`src/rtl/mem_ctrl_pkg.sv`:
```
// Shared constants and FSM state encoding for the memory controller
// and the RAM placed beside it.
package mem_ctrl_pkg;

    localparam int ADDR_W    = 9;
    localparam int DATA_W    = 32;
    localparam int RAM_DEPTH = 512;

    typedef enum logic [2:0] {
        IDLE,
        WR,
        RD,
        RD_CAP,
        DONE
    } state_t;

endpackage

```
`src/rtl/mem_ctrl.sv`:
```
// MAR/MDR memory controller between the control unit and a synchronous RAM.
// One access at a time; the RAM strobes are decoded from the state register only.
module mem_ctrl #(
    parameter int ADDR_W = 9,
    parameter int DATA_W = 32
) (
    input  logic              clock,
    input  logic              reset_n,
    input  logic              req,
    input  logic              we,
    input  logic [31:0]       addr_in,
    input  logic [DATA_W-1:0] wdata_in,
    output logic              ready,
    output logic              done,
    output logic [DATA_W-1:0] rdata_out,
    output logic              addr_err,
    output logic              ram_read,
    output logic              ram_write,
    output logic [ADDR_W-1:0] ram_address,
    output logic [DATA_W-1:0] ram_data_in,
    input  logic [DATA_W-1:0] ram_data_out
);

    import mem_ctrl_pkg::*;

    state_t            state_q, state_d;
    logic [ADDR_W-1:0] mar_q;
    logic [DATA_W-1:0] wdr_q;
    logic [DATA_W-1:0] mdr_q;
    logic              addr_err_q;
    logic              accept;
    logic              addr_bad;

    assign accept   = (state_q == IDLE) && req;
    assign addr_bad = (addr_in[31:ADDR_W] != '0);

    always_ff @(posedge clock or negedge reset_n) begin
        if (!reset_n) begin
            state_q    <= IDLE;
            mar_q      <= '0;
            wdr_q      <= '0;
            mdr_q      <= '0;
            addr_err_q <= 1'b0;
        end else begin
            state_q <= state_d;
            if (accept) begin
                mar_q      <= addr_in[ADDR_W-1:0];
                wdr_q      <= wdata_in;
                addr_err_q <= addr_bad;
            end
            // RAM output is registered, so read data is stable during RD_CAP
            if (state_q == RD_CAP) begin
                mdr_q <= ram_data_out;
            end
        end
    end

    always_comb begin
        state_d   = state_q;
        ready     = 1'b0;
        done      = 1'b0;
        ram_read  = 1'b0;
        ram_write = 1'b0;
        case (state_q)
            IDLE: begin
                ready = 1'b1;
                if (req) begin
                    if (addr_bad) begin
                        state_d = DONE;
                    end else if (we) begin
                        state_d = WR;
                    end else begin
                        state_d = RD;
                    end
                end
            end
            WR: begin
                ram_write = 1'b1;
                state_d   = DONE;
            end
            RD: begin
                ram_read = 1'b1;
                state_d  = RD_CAP;
            end
            RD_CAP: begin
                state_d = DONE;
            end
            DONE: begin
                done    = 1'b1;
                state_d = IDLE;
            end
            default: begin
                state_d = IDLE;
            end
        endcase
    end

    assign rdata_out   = mdr_q;
    assign addr_err    = addr_err_q;
    assign ram_address = mar_q;
    assign ram_data_in = wdr_q;

endmodule

```
`config.mk`:
```
export PLATFORM = sky130hd
export DESIGN_NAME = mem_ctrl
export DESIGN_NICKNAME = d
export VERILOG_FILES = /design/src/rtl/mem_ctrl_pkg.sv /design/src/rtl/mem_ctrl.sv
export SDC_FILE = /design/constraint.sdc
export NUM_CORES = 1
export LEC_CHECK = 0
export CORE_ASPECT_RATIO = 0.5
export CORE_MARGIN = 2
export CORE_UTILIZATION = 40
export CTS_CLUSTER_SIZE = 25
export DETAILED_ROUTE_END_ITERATION = 10
export HOLD_SLACK_MARGIN = 0.08
export PLACE_DENSITY_LB_ADDON = 0.15
export SLEW_MARGIN = 40
export SYNTH_ARGS = -nofsm -noshare
export SYNTH_HDL_FRONTEND = slang
export SYNTH_SLANG_ARGS = --single-unit
```
`constraint.sdc`:
```
create_clock -name clock -period 3 [get_ports clock]
set_clock_uncertainty 0.2 [all_clocks]
set_input_delay 0.45 -clock clock [delete_from_list [all_inputs] [get_ports clock]]
set_output_delay 0.45 -clock clock [all_outputs]
set_load 0.02 [all_outputs]
```
==> flow_metrics.tcl, run 1 <==
set metrics [dict create \
    status "complete, no violations" \
    rows 22 \
    yosysSeqAreaShare 0.6414 \
    leakagePower_nw 2.120 \
    timing.rr.start "state_q[2]$_DFFE_PN0P_" \
    cp_top_family "buffers and inverters" \
    r2r_end "rdata_out[30]$_DFFE_PN0P_" \
    io_pins 178 \
    cp.required_ns 2.35 \
    cap_violations 0 \
    fin_crit_ns 2.633 \
    drc_errors 0 \
    ys_types 22 \
    crit_type "flop to primary output" \
    numClockSinks 77 \
    vias 2211 \
    p_per_area_nw_per_um2 594.1 \
    diodes 0 \
    cp.buffers_inverters 2 \
    timing.setup.tns_ns 0 \
    slowest_delay_ns 0.60 \
    place_ws_ns 0.7188 \
    antenna_found_initial 0 \
    cts.reportedPaths.clkPinSlew_ns 0.06 \
    nFillCells 480 \
    ant_nets 0 \
    wl_per_cell_microns 15.66 \
    rsz0062_at_grt "no" \
    wl_microns 7312 \
    slew_headroom 0.4637 \
    min_to "rdata_out[13]$_DFFE_PN0P_" \
    use_met3 0.07248 \
    fin_nets 467 \
    dieHeight_microns 65.28 \
    syn_area_per_cell_sq_um 16.51 \
    cts_resized 0 \
    drt-pass1-iter-count 4 \
    fin_ws_ns 0.3666 \
    ys_warn_count 0 \
    cts-buffers-inserted 9 \
    die-area_sq_um 8262 \
    synthArstFlopShare 1.000 \
    first_global_vias 2471 \
    synth_seq_cells 77 \
    arrival_ns 1.98 \
    cts-root-buf "clkbuf_16" \
    crit_chain "or3b_2 -> inv_1 -> clkdlybuf4s50_1" \
    min_from "rdata_out[13]$_DFFE_PN0P_" \
    coreArea_sq_um 7295 \
    portBuffers 177 \
    r2r_cells 4 \
    grt-busiest-layer "met2" \
    ir_drop_v 0.0003601 \
    clock.fmax_mhz 379.7 \
    crit_fanout 7 \
    critPathSlowestCell "clkdlybuf4s50_1" \
    hp-class "flop to flop" \
    whs_path_depth 1 \
    cts_tree "built" \
    synth_area_sq_um 3004 \
    initial_core_util 0.4118 \
    via_per_inst 4.734 \
    grt_usage 0.1901 \
    synth_edf_count 0 \
    worst_slew_pin_slew_ns 0.7971 \
    grt_pass1_wl_microns 11950 \
    finalSetupViolations 0 \
    finalCritPeriodShare 0.8778 \
    area_growth_pct 72.97 \
    dp_hpwl_microns 5511 \
    dominantRegCellSynth "dfrtp_1" \
    drive_gt1_frac 0.2642 \
    use_met2 0.3362 \
    grt_start_max_net_pins 78 \
    hold_viol_final 0 \
    fp.dieW_microns 126.6 \
    grt_use_met1 0.2105 \
    critPathCaptureType "primary output" \
    startpoint_type "flop" \
    clock_path_buffers 2 \
    first_iter_violations 90 \
    overflow 0 \
    ff2ff_setup_slack_ns 1.12 \
    slew_viol_final 0 \
    syn_inst 182 \
    h-tree-depth 3 \
    syn_nets 282 \
    clk_latency_ns 0.33 \
    gp_congestion 0.7928 \
]
[per-layer routing]
layer,vias to the layer above,routed length (microns)
li1,1030,-
met1,1082,2825
met4,0,106
met5,-,0
met2,87,3851
met3,12,528
[worst register-to-register path, stage by stage, from the launching register on]
cell     delay (ns)
dfrtp_1        0.45
and2b_2        0.28
nand2_1        0.07
buf_4          0.35
mux2_2         0.40
[layout by cell type (no fill, tap or decap), types with 2 or more instances in the layout]
cell type and n:
dfrtp_1 77, o21ai_0 2, clkbuf_16 9, clkdlybuf4s50_1 176, bufinv_16 2, nor4_1 5, mux2_2 73, nor3_1 2
buf_4 3, clkbuf_8 3, nand3_1 2
[cell usage after synthesis, types with 2 or more instances]
cell	count	area [sq um]
dfrtp_1	77	1927
mux2_2	73	822.0
nor4_1	5	31.28
buf_6	4	45.04
buf_4	3	22.52
nand3_1	2	10.01
nor3_1	2	10.01
o21ai_0	2	10.01
[layout make-up]
class | instances | area, sq um | share of cell area
clock buffers | 12 | 266.5 | 0.05129
flip-flops and latches | 77 | 1927 | 0.3708
well taps | 96 | 120.1 | 0.02312
multi-input cells | 97 | 1006 | 0.1936
repair buffers | 181 | 1805 | 0.3475
clock inverters | 3 | 67.56 | 0.01300
inverters | 1 | 3.754 | 0.0007224
[state kept, by name, summed over array words and instances (netlist names)]
signal,flops
ram_data_in,32
rdata_out,32
addr_err,1
state_q,3
ram_address,9
[kinds of logic (layout without fill, tap and decap cells)]
kind of cell | after synthesis | count (layout) | share of synthesized area
compound gates | 4 | 4 | 0.009580
buf+inv | 8 | 197 | 0.02374
flops | 77 | 77 | 0.6414
mux | 73 | 73 | 0.2736
simple gates | 20 | 20 | 0.05165
[power by group]
group / internal [W] / leakage, nW / switching [W]
clock: 0.000791 / 0.161 / 0.000387
combinational: 0.000408 / 1.06 / 0.000282
sequential: 0.00116 / 0.901 / 0.0000632
[per-stage QoR]
| stage | hold WS [ns] | util | total power, W | area (sq um) | std cells |
|---|---|---|---|---|---|
| floorplan | -0.04559 | - | 0.001514 | 3004 | 182 |
| global placement | 0.2865 | 0.6647 | 0.001914 | 4848 | 451 |
| detailed placement | 0.2927 | 0.6652 | 0.001936 | 4852 | 451 |
| CTS | 0.3054 | 0.7124 | 0.003140 | 5196 | 467 |
| global route | 0.3183 | 0.7124 | 0.003226 | 5196 | 467 |
| finish | 0.3010 | 0.7124 | 0.003087 | 5196 | 467 |
[worst max path at each step]
stage	from	endpoint	slack [ns]	depth (start not counted)
finish	state_q[0]$_DFFE_PN0P_	ram_read	0.37	3
CTS	state_q[0]$_DFFE_PN0P_	ram_read	0.35	3
global placement	state_q[0]$_DFFE_PN0P_	ram_read	0.75	3
floorplan	state_q[0]$_DFFE_PN0P_	ram_address[0]$_DFFE_PN0P_	1.18	3
detailed placement	state_q[0]$_DFFE_PN0P_	ram_read	0.72	3
global route	state_q[1]$_DFFE_PN0P_	ram_read	0.31	3
[repair_timing]
action | 4_1_cts | 5_1_grt
endpoints found under the hold margin | 77 | 0
buffers inserted | 0 | 0
hold buffers | 1 | 0
No activity file was read; power rests on OpenSTA's default activity.
==> inputs of run 2 (changes only) <==
- CTS_BUF_LIST: not set -> sky130_fd_sc_hd__clkbuf_8
==> flow_metrics.tcl, run 2 (synthesis gave the netlist of run 1 again) <==
set metrics [dict create \
    status "complete, no violations" \
    cts_hold_buf 1 \
    first_global_vias 2460 \
    worst_slew_pin_slew_ns 0.7803 \
    wl_microns 7256 \
    ant_nets 0 \
    diodes 0 \
    fp.dieW_microns 126.6 \
    rows 22 \
    cts-buffers-inserted 9 \
    nFillCells 497 \
    grt_pass1_wl_microns 11830 \
    finalCritPeriodShare 0.8860 \
    numClockSinks 77 \
    dp_hpwl_microns 5511 \
    finalSetupViolations 0 \
    whs_ns 0.3060 \
    cap_violations 0 \
    cts_tree "built" \
    seq_area_sq_um 1927 \
    fin_ws_ns 0.3419 \
    ir_drop_v 0.0003152 \
    drc_errors 0 \
    gp_congestion 0.7928 \
    final_common_cell "clkdlybuf4s50_1" \
    rsz0062_at_grt "no" \
    cts.reportedPaths.clkPinSlew_ns 0.07 \
    clock_path_buffers 2 \
    grt_usage 0.1878 \
    layout_common_cells "176 x clkdlybuf4s50_1, 77 x dfrtp_1, 73 x mux2_2" \
    place_ws_ns 0.7188 \
    fin_nets 467 \
    arrival_ns 2.01 \
    cts-root-buf "clkbuf_8" \
    crit_type "flop to primary output" \
    cp.required_ns 2.35 \
    cts_setup_buffers 0 \
    h-tree-depth 3 \
    hold_viol_final 0 \
    p_per_area_nw_per_um2 548.2 \
    dieHeight_microns 65.28 \
    leakagePower_nw 2.074 \
    portBuffers 177 \
    vias 2190 \
    timing.setup.tns_ns 0 \
    r2r_cells 4 \
    overflow 0 \
    hp-class "flop to flop" \
    fin_crit_ns 2.658 \
    critPathCaptureType "primary output" \
    via_per_inst 4.690 \
    startpoint_type "flop" \
    clk_latency_ns 0.35 \
    drive_gt1_frac 0.2642 \
    first_iter_violations 73 \
    crit_fanout 7 \
    initial_core_util 0.4118 \
    whs_path_depth 1 \
    coreArea_sq_um 7295 \
    wl_per_cell_microns 15.54 \
    grt_start_max_net_pins 78 \
    multi_input_area_sq_um 1006 \
    slew_viol_final 0 \
    drt-pass1-iter-count 4 \
    clock.fmax_mhz 376.2 \
    cts_resized 0 \
    antenna_found_initial 0 \
    area_growth_pct 69.60 \
    io_pins 178 \
    slew_headroom 0.4750 \
    die-area_sq_um 8262 \
]
## run 2: changes by cell type in the layout (fill, tap and decap cells not counted)
cell | before | now
clkbuf_16 | 9 | 0
clkbuf_8 | 3 | 12
## run 2: path summary, 6_finish.rpt
path / to / slack, ns / startpoint
worst max-delay path: ram_read / 0.34 / state_q[0]$_DFFE_PN0P_
worst min-delay path: rdata_out[13]$_DFFE_PN0P_ / 0.31 / rdata_out[13]$_DFFE_PN0P_
worst max register to register: rdata_out[30]$_DFFE_PN0P_ / 1.11 / state_q[2]$_DFFE_PN0P_
worst min register to register: rdata_out[13]$_DFFE_PN0P_ / 0.31 / rdata_out[13]$_DFFE_PN0P_
max in group asynchronous: rdata_out[25]$_DFFE_PN0P_ / 1.64 / reset_n
min in group asynchronous: rdata_out[11]$_DFFE_PN0P_ / 0.49 / reset_n
## run 2: stage by stage
stage,total power (W),utilization,instance area [sq um],cells
detailed placement,0.001936,0.6652,4852,451
finish,0.002793,0.6985,5095,467
global placement,0.001914,0.6647,4848,451
floorplan,0.001514,-,3004,182
global route,0.002929,0.6985,5095,467
CTS,0.002842,0.6985,5095,467
## run 2: worst max-delay path, stage by stage (launching register included)
cell,delay [ns]
dfrtp_1,0.46
or3b_2,0.53
inv_1,0.08
clkdlybuf4s50_1,0.60
## run 2: where the power goes
part	leakage, nW	internal, W	switching (W)
Sequential	0.901	0.00115	0.0000630
Clock	0.115	0.000532	0.000354
Combinational	1.06	0.000408	0.000282
Total	2.07	0.00209	0.000700
## run 2: per-layer routing
metal | vias to the layer above | wire length, microns | global-route usage
li1 | 1028 | - | -
met1 | 1071 | 2777 | 0.2064
met2 | 82 | 3845 | 0.3356
met3 | 9 | 523 | 0.07003
met4 | 0 | 110 | 0.07418
met5 | - | 0 | 0
## run 2: layout make-up
class	instances	share of cell area
inverter	1	0.0007367
clock inverter	3	0.01326
multi-input combinational	97	0.1974
tap	96	0.02358
sequential	77	0.3782
timing repair buffer	181	0.3544
clock buffer	12	0.03242
